[src/rtl/corner_sort.sv]
// Frame-end corner sorter: captures four marker targets and assigns them to TL/TR/BL/BR.
// Optional build macro CORNER_SMOOTH_EN enables 3:1 exponential smoothing of accepted corners.
module corner_sort #(
  parameter int unsigned SCREEN_WIDTH  = 1280,
  parameter int unsigned SCREEN_HEIGHT = 720,
  parameter int unsigned MIN_DIAMETER  = 4,
  parameter int unsigned MAX_MISS      = 8,
  localparam int unsigned XW = $clog2(SCREEN_WIDTH),
  localparam int unsigned YW = $clog2(SCREEN_HEIGHT) + 1,
  localparam int unsigned MW = $clog2(MAX_MISS + 1)
) (
  input  logic          clk_in,
  input  logic          rst_in,
  input  logic [XW-1:0] hcount_in,
  input  logic [YW-1:0] vcount_in,
  input  logic [XW-1:0] xcount0_in,
  input  logic [XW-1:0] xcount1_in,
  input  logic [XW-1:0] xcount2_in,
  input  logic [XW-1:0] xcount3_in,
  input  logic [YW-1:0] ycount0_in,
  input  logic [YW-1:0] ycount1_in,
  input  logic [YW-1:0] ycount2_in,
  input  logic [YW-1:0] ycount3_in,
  input  logic [YW-1:0] diameter0_in,
  input  logic [YW-1:0] diameter1_in,
  input  logic [YW-1:0] diameter2_in,
  input  logic [YW-1:0] diameter3_in,
  input  logic [3:0]    valid_in,
  output logic [XW-1:0] tl_x_out,
  output logic [XW-1:0] tr_x_out,
  output logic [XW-1:0] bl_x_out,
  output logic [XW-1:0] br_x_out,
  output logic [YW-1:0] tl_y_out,
  output logic [YW-1:0] tr_y_out,
  output logic [YW-1:0] bl_y_out,
  output logic [YW-1:0] br_y_out,
  output logic          strobe_out,
  output logic          good_out,
  output logic          locked_out,
  output logic [MW-1:0] miss_cnt_out
);

  typedef enum logic [2:0] {StIdle, StCapture, StScan, StCheck, StUpdate} state_e;

  state_e state_q, state_d;
  logic   capture_en, scan_en, check_en, update_en;
  logic   frame_end;

  logic [XW-1:0] in_x   [4];
  logic [YW-1:0] in_y   [4];
  logic [YW-1:0] in_dia [4];

  logic [XW-1:0] cap_x_q [4];
  logic [YW-1:0] cap_y_q [4];
  logic [3:0]    usable_q;

  // Corner slot order everywhere: 0 TL, 1 TR, 2 BL, 3 BR.
  logic [1:0]             sel_idx_q [4];
  logic [1:0]             scan_idx_q;
  logic                   have_q;
  logic [XW:0]            min_s_q, max_s_q;
  logic signed [XW+1:0]   max_d_q, min_d_q;
  logic [XW-1:0]          cur_x;
  logic [YW-1:0]          cur_y;
  logic [XW:0]            cur_s;
  logic signed [XW+1:0]   cur_d;
  logic                   distinct;
  logic                   accept_q;

  logic [XW-1:0] corner_x_q [4];
  logic [YW-1:0] corner_y_q [4];
  logic [XW-1:0] new_x      [4];
  logic [YW-1:0] new_y      [4];
  logic [XW-1:0] load_x     [4];
  logic [YW-1:0] load_y     [4];
`ifdef CORNER_SMOOTH_EN
  logic [XW+1:0] blend_x [4];
  logic [YW+1:0] blend_y [4];
`endif

  logic          strobe_q, good_q, locked_q;
  logic [MW-1:0] miss_q;
  logic [MW-1:0] miss_inc;

  assign in_x[0]   = xcount0_in;
  assign in_x[1]   = xcount1_in;
  assign in_x[2]   = xcount2_in;
  assign in_x[3]   = xcount3_in;
  assign in_y[0]   = ycount0_in;
  assign in_y[1]   = ycount1_in;
  assign in_y[2]   = ycount2_in;
  assign in_y[3]   = ycount3_in;
  assign in_dia[0] = diameter0_in;
  assign in_dia[1] = diameter1_in;
  assign in_dia[2] = diameter2_in;
  assign in_dia[3] = diameter3_in;

  assign frame_end = (hcount_in == XW'(SCREEN_WIDTH - 1)) &&
                     (vcount_in == YW'(SCREEN_HEIGHT - 1));

  // FSM: state register
  always_ff @(posedge clk_in) begin
    if (rst_in) state_q <= StIdle;
    else        state_q <= state_d;
  end

  // FSM: next state
  always_comb begin
    state_d = state_q;
    unique case (state_q)
      StIdle:    if (frame_end) state_d = StCapture;
      StCapture: state_d = StScan;
      StScan:    if (scan_idx_q == 2'd3) state_d = StCheck;
      StCheck:   state_d = StUpdate;
      StUpdate:  state_d = StIdle;
      default:   state_d = StIdle;
    endcase
  end

  // FSM: control outputs
  always_comb begin
    capture_en = (state_q == StCapture);
    scan_en    = (state_q == StScan);
    check_en   = (state_q == StCheck);
    update_en  = (state_q == StUpdate);
  end

  assign cur_x = cap_x_q[scan_idx_q];
  assign cur_y = cap_y_q[scan_idx_q];
  assign cur_s = (XW+1)'(cur_x) + (XW+1)'(cur_y);
  assign cur_d = $signed((XW+2)'(cur_x)) - $signed((XW+2)'(cur_y));

  assign distinct = (sel_idx_q[0] != sel_idx_q[1]) && (sel_idx_q[0] != sel_idx_q[2]) &&
                    (sel_idx_q[0] != sel_idx_q[3]) && (sel_idx_q[1] != sel_idx_q[2]) &&
                    (sel_idx_q[1] != sel_idx_q[3]) && (sel_idx_q[2] != sel_idx_q[3]);

  // Capture, sequential scan and acceptance check.
  always_ff @(posedge clk_in) begin
    if (rst_in) begin
      for (int i = 0; i < 4; i++) begin
        cap_x_q[i]   <= '0;
        cap_y_q[i]   <= '0;
        sel_idx_q[i] <= '0;
      end
      usable_q   <= '0;
      scan_idx_q <= '0;
      have_q     <= 1'b0;
      min_s_q    <= '0;
      max_s_q    <= '0;
      max_d_q    <= '0;
      min_d_q    <= '0;
      accept_q   <= 1'b0;
    end else begin
      if (capture_en) begin
        for (int i = 0; i < 4; i++) begin
          cap_x_q[i]  <= in_x[i];
          cap_y_q[i]  <= in_y[i];
          usable_q[i] <= valid_in[3-i] && (in_dia[i] >= YW'(MIN_DIAMETER));
        end
        scan_idx_q <= '0;
        have_q     <= 1'b0;
      end
      if (scan_en) begin
        scan_idx_q <= scan_idx_q + 2'd1;
        // Strict compares: an equal later candidate never displaces an earlier one.
        if (usable_q[scan_idx_q]) begin
          have_q <= 1'b1;
          if (!have_q || (cur_s < min_s_q)) begin
            min_s_q      <= cur_s;
            sel_idx_q[0] <= scan_idx_q;
          end
          if (!have_q || (cur_d > max_d_q)) begin
            max_d_q      <= cur_d;
            sel_idx_q[1] <= scan_idx_q;
          end
          if (!have_q || (cur_d < min_d_q)) begin
            min_d_q      <= cur_d;
            sel_idx_q[2] <= scan_idx_q;
          end
          if (!have_q || (cur_s > max_s_q)) begin
            max_s_q      <= cur_s;
            sel_idx_q[3] <= scan_idx_q;
          end
        end
      end
      if (check_en) accept_q <= (&usable_q) && distinct;
    end
  end

  always_comb begin
    for (int c = 0; c < 4; c++) begin
      new_x[c] = cap_x_q[sel_idx_q[c]];
      new_y[c] = cap_y_q[sel_idx_q[c]];
`ifdef CORNER_SMOOTH_EN
      blend_x[c] = ((XW+2)'(corner_x_q[c]) << 1) + (XW+2)'(corner_x_q[c]) + (XW+2)'(new_x[c]);
      blend_y[c] = ((YW+2)'(corner_y_q[c]) << 1) + (YW+2)'(corner_y_q[c]) + (YW+2)'(new_y[c]);
      // Without a current lock the old corners are stale, so snap straight to the new ones.
      load_x[c]  = locked_q ? blend_x[c][XW+1:2] : new_x[c];
      load_y[c]  = locked_q ? blend_y[c][YW+1:2] : new_y[c];
`else
      load_x[c]  = new_x[c];
      load_y[c]  = new_y[c];
`endif
    end
  end

  assign miss_inc = miss_q + 1'b1;

  always_ff @(posedge clk_in) begin
    if (rst_in) begin
      for (int c = 0; c < 4; c++) begin
        corner_x_q[c] <= '0;
        corner_y_q[c] <= '0;
      end
      strobe_q <= 1'b0;
      good_q   <= 1'b0;
      locked_q <= 1'b0;
      miss_q   <= '0;
    end else begin
      strobe_q <= update_en;
      if (update_en) begin
        if (accept_q) begin
          for (int c = 0; c < 4; c++) begin
            corner_x_q[c] <= load_x[c];
            corner_y_q[c] <= load_y[c];
          end
          good_q   <= 1'b1;
          locked_q <= 1'b1;
          miss_q   <= '0;
        end else begin
          good_q <= 1'b0;
          if (miss_q != MW'(MAX_MISS)) miss_q <= miss_inc;
          if (miss_q >= MW'(MAX_MISS - 1)) locked_q <= 1'b0;
        end
      end
    end
  end

  assign tl_x_out     = corner_x_q[0];
  assign tr_x_out     = corner_x_q[1];
  assign bl_x_out     = corner_x_q[2];
  assign br_x_out     = corner_x_q[3];
  assign tl_y_out     = corner_y_q[0];
  assign tr_y_out     = corner_y_q[1];
  assign bl_y_out     = corner_y_q[2];
  assign br_y_out     = corner_y_q[3];
  assign strobe_out   = strobe_q;
  assign good_out     = good_q;
  assign locked_out   = locked_q;
  assign miss_cnt_out = miss_q;

endmodule

[config.mk]
export PLATFORM = sky130hd
export DESIGN_NAME = corner_sort
export DESIGN_NICKNAME = d
export VERILOG_FILES = /design/src/rtl/corner_sort.sv
export SDC_FILE = /design/constraint.sdc
export NUM_CORES = 1
export LEC_CHECK = 0
export ABC_CLOCK_PERIOD_IN_PS = 8600
export BUFFER_PORTS_ARGS = -buffer_cell sky130_fd_sc_hd__buf_2
export CAP_MARGIN = 10
export CORE_UTILIZATION = 50
export DETAILED_ROUTE_END_ITERATION = 8
export GPL_TIMING_DRIVEN = 0
export PLACE_DENSITY = 0.72
export SYNTH_ARGS = -nofsm -noshare
export SYNTH_HDL_FRONTEND = slang
export SYNTH_SLANG_ARGS = --single-unit
[constraint.sdc]
create_clock -name clk_in -period 8.6 [get_ports clk_in]
set_input_delay 0 -clock clk_in [delete_from_list [all_inputs] [get_ports clk_in]]
set_output_delay 0 -clock clk_in [all_outputs]
set_load 0.02 [all_outputs]
==> impl_metrics.sql <==
INSERT INTO impl_metrics (metric_group, metric, value, unit) VALUES
('detailed_routing', 'drtAntennaViolNets', '0', ''),
('worst_setup_path', 'signal_arrival_time_at_the_worst_endpoint', '6.28', 'ns'),
('worst_setup_path', 'cp_top_family', 'buffers and inverters', ''),
('yosys', 'synth_seq_area_share', '0.473', ''),
('yosys', 'synth_area_leader_cell', 'edfxtp_1', ''),
('clock_network', 'clkTransAtPathRegs', '0.07', 'ns'),
('placement', 'gp_routability_congestion', '0.928', ''),
('worst_setup_path', 'critical-path-slowest-cell', 'buf_1', ''),
('status', 'outcome', 'complete, no violations', ''),
('global_routing', 'largest_net_degree_at_the_start_of_global_routing', '77', ''),
('placement', 'dpl.hpwl', '31100', 'um'),
('yosys', 'synth_flop_cell', 'edfxtp_1', ''),
('final_layout', 'mostFrequentLayoutCell', 'buf_2', ''),
('sta', 'maxSlewViolCount', '0', ''),
('detailed_routing', 'drt-pass1-iter-count', '5', ''),
('yosys', 'mean_area_per_synthesized_cell', '12.5', 'sq um'),
('power', 'power.total', '2.88', 'mW'),
('worst_setup_path', 'worst_path_largest_cell_delay', '0.71', 'ns'),
('sta', 'report.final.setup_viol', '0', ''),
('yosys', 'asyncSetResetFlopFracSynth', '0', ''),
('worst_setup_path', 'critPathMaxFanout', '10', ''),
('clock_network', 'cts_root_buffer', 'clkbuf_16', ''),
('worst_setup_path', 'r2r_cells', '17', ''),
('final_layout', 'fill_cells', '2170', ''),
('worst_setup_path', 'crit_required', '8.86', 'ns'),
('floorplan', 'fp.dieArea', '29800', 'sq um'),
('floorplan', 'die_w', '173', 'um'),
('power', 'p_per_area', '158', 'nW/um^2'),
('placement', 'port_buffers', '245', ''),
('yosys', 'yosys.cell_types.count', '71', ''),
('global_routing', 'global_route.usage.total', '0.296', ''),
('placement', 'placed_cells', '1795', ''),
('final_layout', 'final_net_count', '1772', ''),
('sta', 'tns', '0', 'ns'),
('clock_network', 'clock_sink_total', '252', ''),
('yosys', 'post_synth_main_area_contributors', 'edfxtp_1 38%, mux4_2 17%, dfxtp_1 9.3%', ''),
('worst_setup_path', 'library_cell_appearing_most_often_on_the_critical_path', 'ha_1', ''),
('worst_setup_path', 'critical_path_end_type', 'register', ''),
('sta', 'postLayoutSetupSlackWorst', '2.59', 'ns'),
('clock_network', 'post_cts.resized_instances', '0', ''),
('detailed_routing', 'route.detailed.drc', '0', ''),
('sta', 'period_share', '0.699', ''),
('clock_network', 'number_of_levels_the_h_tree_was_split_into', '1', ''),
('clock_network', 'clk-insertion-delay-late', '0.55', 'ns'),
('worst_setup_path', 'cp.buffers_inverters', '5', ''),
('yosys', 'netlist_instances', '1164', ''),
('sta', 'rsz0062_at_grt', 'no', ''),
('global_routing', 'antenna_found_initial', '2', ''),
('clock_network', 'cts_tree', 'yes', ''),
('sta', 'period_minus_slack', '6.01', 'ns'),
('final_layout', 'final_cell_mix', '260 x buf_2, 186 x and3_1, 184 x edfxtp_1', ''),
('floorplan', 'i_o_pin_count', '255', ''),
('floorplan', 'core_area', '28700', 'sq um'),
('clock_network', 'cts_made_buffers', '27', ''),
('final_layout', 'layout-drive-gt1-share', '0.280', ''),
('global_routing', 'overflow_after_grt', '0', ''),
('worst_setup_path', 'crit_type', 'reg -> reg', ''),
('sta', 'fmax', '166', 'MHz'),
('sta', 'worst_pin_slew', '0.921', 'ns'),
('min_path', 'worstHoldPathType', 'in -> reg', ''),
('yosys', 'synth_edf_count', '184', ''),
('detailed_routing', 'route.final.wire_length', '44200', 'um'),
('detailed_routing', 'first_iteration_detailed_routing_drc_count', '1359', ''),
('yosys', 'synth_seq_cells', '252', ''),
('global_routing', 'first_pass_grt_wire_length', '67800', 'um'),
('sta', 'final-hold-violation-count', '0', ''),
('final_layout', 'finish.cell_count_without_fillers', '1945', ''),
('final_layout', 'layout-area-overhead-vs-synth', '25.0', '%'),
('yosys', 'syn_nets', '1397', ''),
('yosys', 'synthesis.yosys.warnings', '0', ''),
('min_path', 'hold_path_depth', '2', '');
metrics by stage:
stage / cell area, sq um / hold WS [ns]
final: 18200 / 0.156
after global routing: 18200 / 0.170
after CTS: 18200 / 0.146
after detailed placement: 16300 / 0.271
after global placement: 16300 / 0.268
after floorplan: 14600 / 0.147
worst paths after layout:
path | from | endpoint | slack [ns]
min | rst_in | min_d_q[11] | 0.16
max | register | sel_idx_q[1][1] | 2.59
min reg2reg | min_s_q[2] | min_s_q[2] | 0.46
max reg2reg | register | sel_idx_q[1][1] | 2.59
registers in the layout (all words and copies together) (netlist names), 2 cells and up, named ones only:
name	cells
max_d_q	12
miss_cnt_out	4
cap_y_q	44
min_s_q	12
sel_idx_q	8
cap_x_q	44
state_q	3
usable_q	4
corner_y_q	44
max_s_q	12
corner_x_q	44
min_d_q	12
scan_idx_q	2
what timing repair did:
action	4_1_cts	5_1_grt
buffers inserted	0	0
hold buffers	99	0
hold endpoints to repair	93	0
layout make-up:
type / count / area [sq um] / area share
tap: 384 / 480 / 0.0264
antenna: 2 / 5.00 / 0.000275
multi-input combinational: 741 / 7000 / 0.385
clock buffer: 28 / 689 / 0.0379
clock inverter: 21 / 181 / 0.00997
inverter: 78 / 293 / 0.0161
buffer: 93 / 394 / 0.0217
timing repair buffer: 346 / 2260 / 0.124
sequential: 252 / 6890 / 0.378
Yosys cell counts, types with 3 or more instances:
| master | count |
|---|---|
| a211o_1 | 4 |
| a211oi_1 | 10 |
| a21o_1 | 8 |
| a21oi_1 | 41 |
| a22o_1 | 12 |
| a31oi_1 | 5 |
| a41oi_1 | 3 |
| and2_1 | 6 |
| and3_1 | 186 |
| and4_1 | 3 |
| buf_1 | 8 |
| buf_2 | 15 |
| clkbuf_1 | 66 |
| dfxtp_1 | 68 |
| edfxtp_1 | 184 |
| ha_1 | 71 |
| inv_1 | 78 |
| mux2i_1 | 16 |
| mux4_2 | 111 |
| nand2_1 | 29 |
| nand2b_1 | 5 |
| nand3_1 | 16 |
| nand3b_1 | 4 |
| nand4_1 | 11 |
| nor2_1 | 45 |
| nor2b_1 | 10 |
| nor3_1 | 13 |
| nor3b_1 | 3 |
| nor4_1 | 8 |
| o2111ai_1 | 4 |
| o211a_1 | 3 |
| o211ai_1 | 6 |
| o21a_1 | 7 |
| o21ai_0 | 18 |
| o22ai_1 | 3 |
| o31a_1 | 3 |
| o31ai_1 | 5 |
| or2_2 | 5 |
| xnor2_1 | 17 |
| xor2_1 | 10 |
where the power goes:
| part | internal (mW) | total [mW] | switching [mW] |
|---|---|---|---|
| Combinational | 0.171 | 0.371 | 0.201 |
| Clock | 0.646 | 1.15 | 0.507 |
| Sequential | 1.33 | 1.36 | 0.0266 |
| Total | 2.15 | 2.88 | 0.734 |
layer usage:
layer / global-route usage / vias up / part of all wire
met2: 0.497 / 851 / 0.47
met4: 0.147 / 0 / 0.050
li1: - / 5264 / -
met5: 0 / - / 0
met3: 0.0618 / 185 / 0.11
met1: 0.363 / 5727 / 0.37
kinds of logic after synthesis:
group | Yosys count | synth area share
mux | 128 | 0.183
fa+ha+maj | 73 | 0.0638
xor+xnor | 27 | 0.0162
compound gates | 159 | 0.0767
simple gates | 354 | 0.140
flops | 252 | 0.473
buf+inv | 171 | 0.0472
Power figures use the tool's default switching activity.
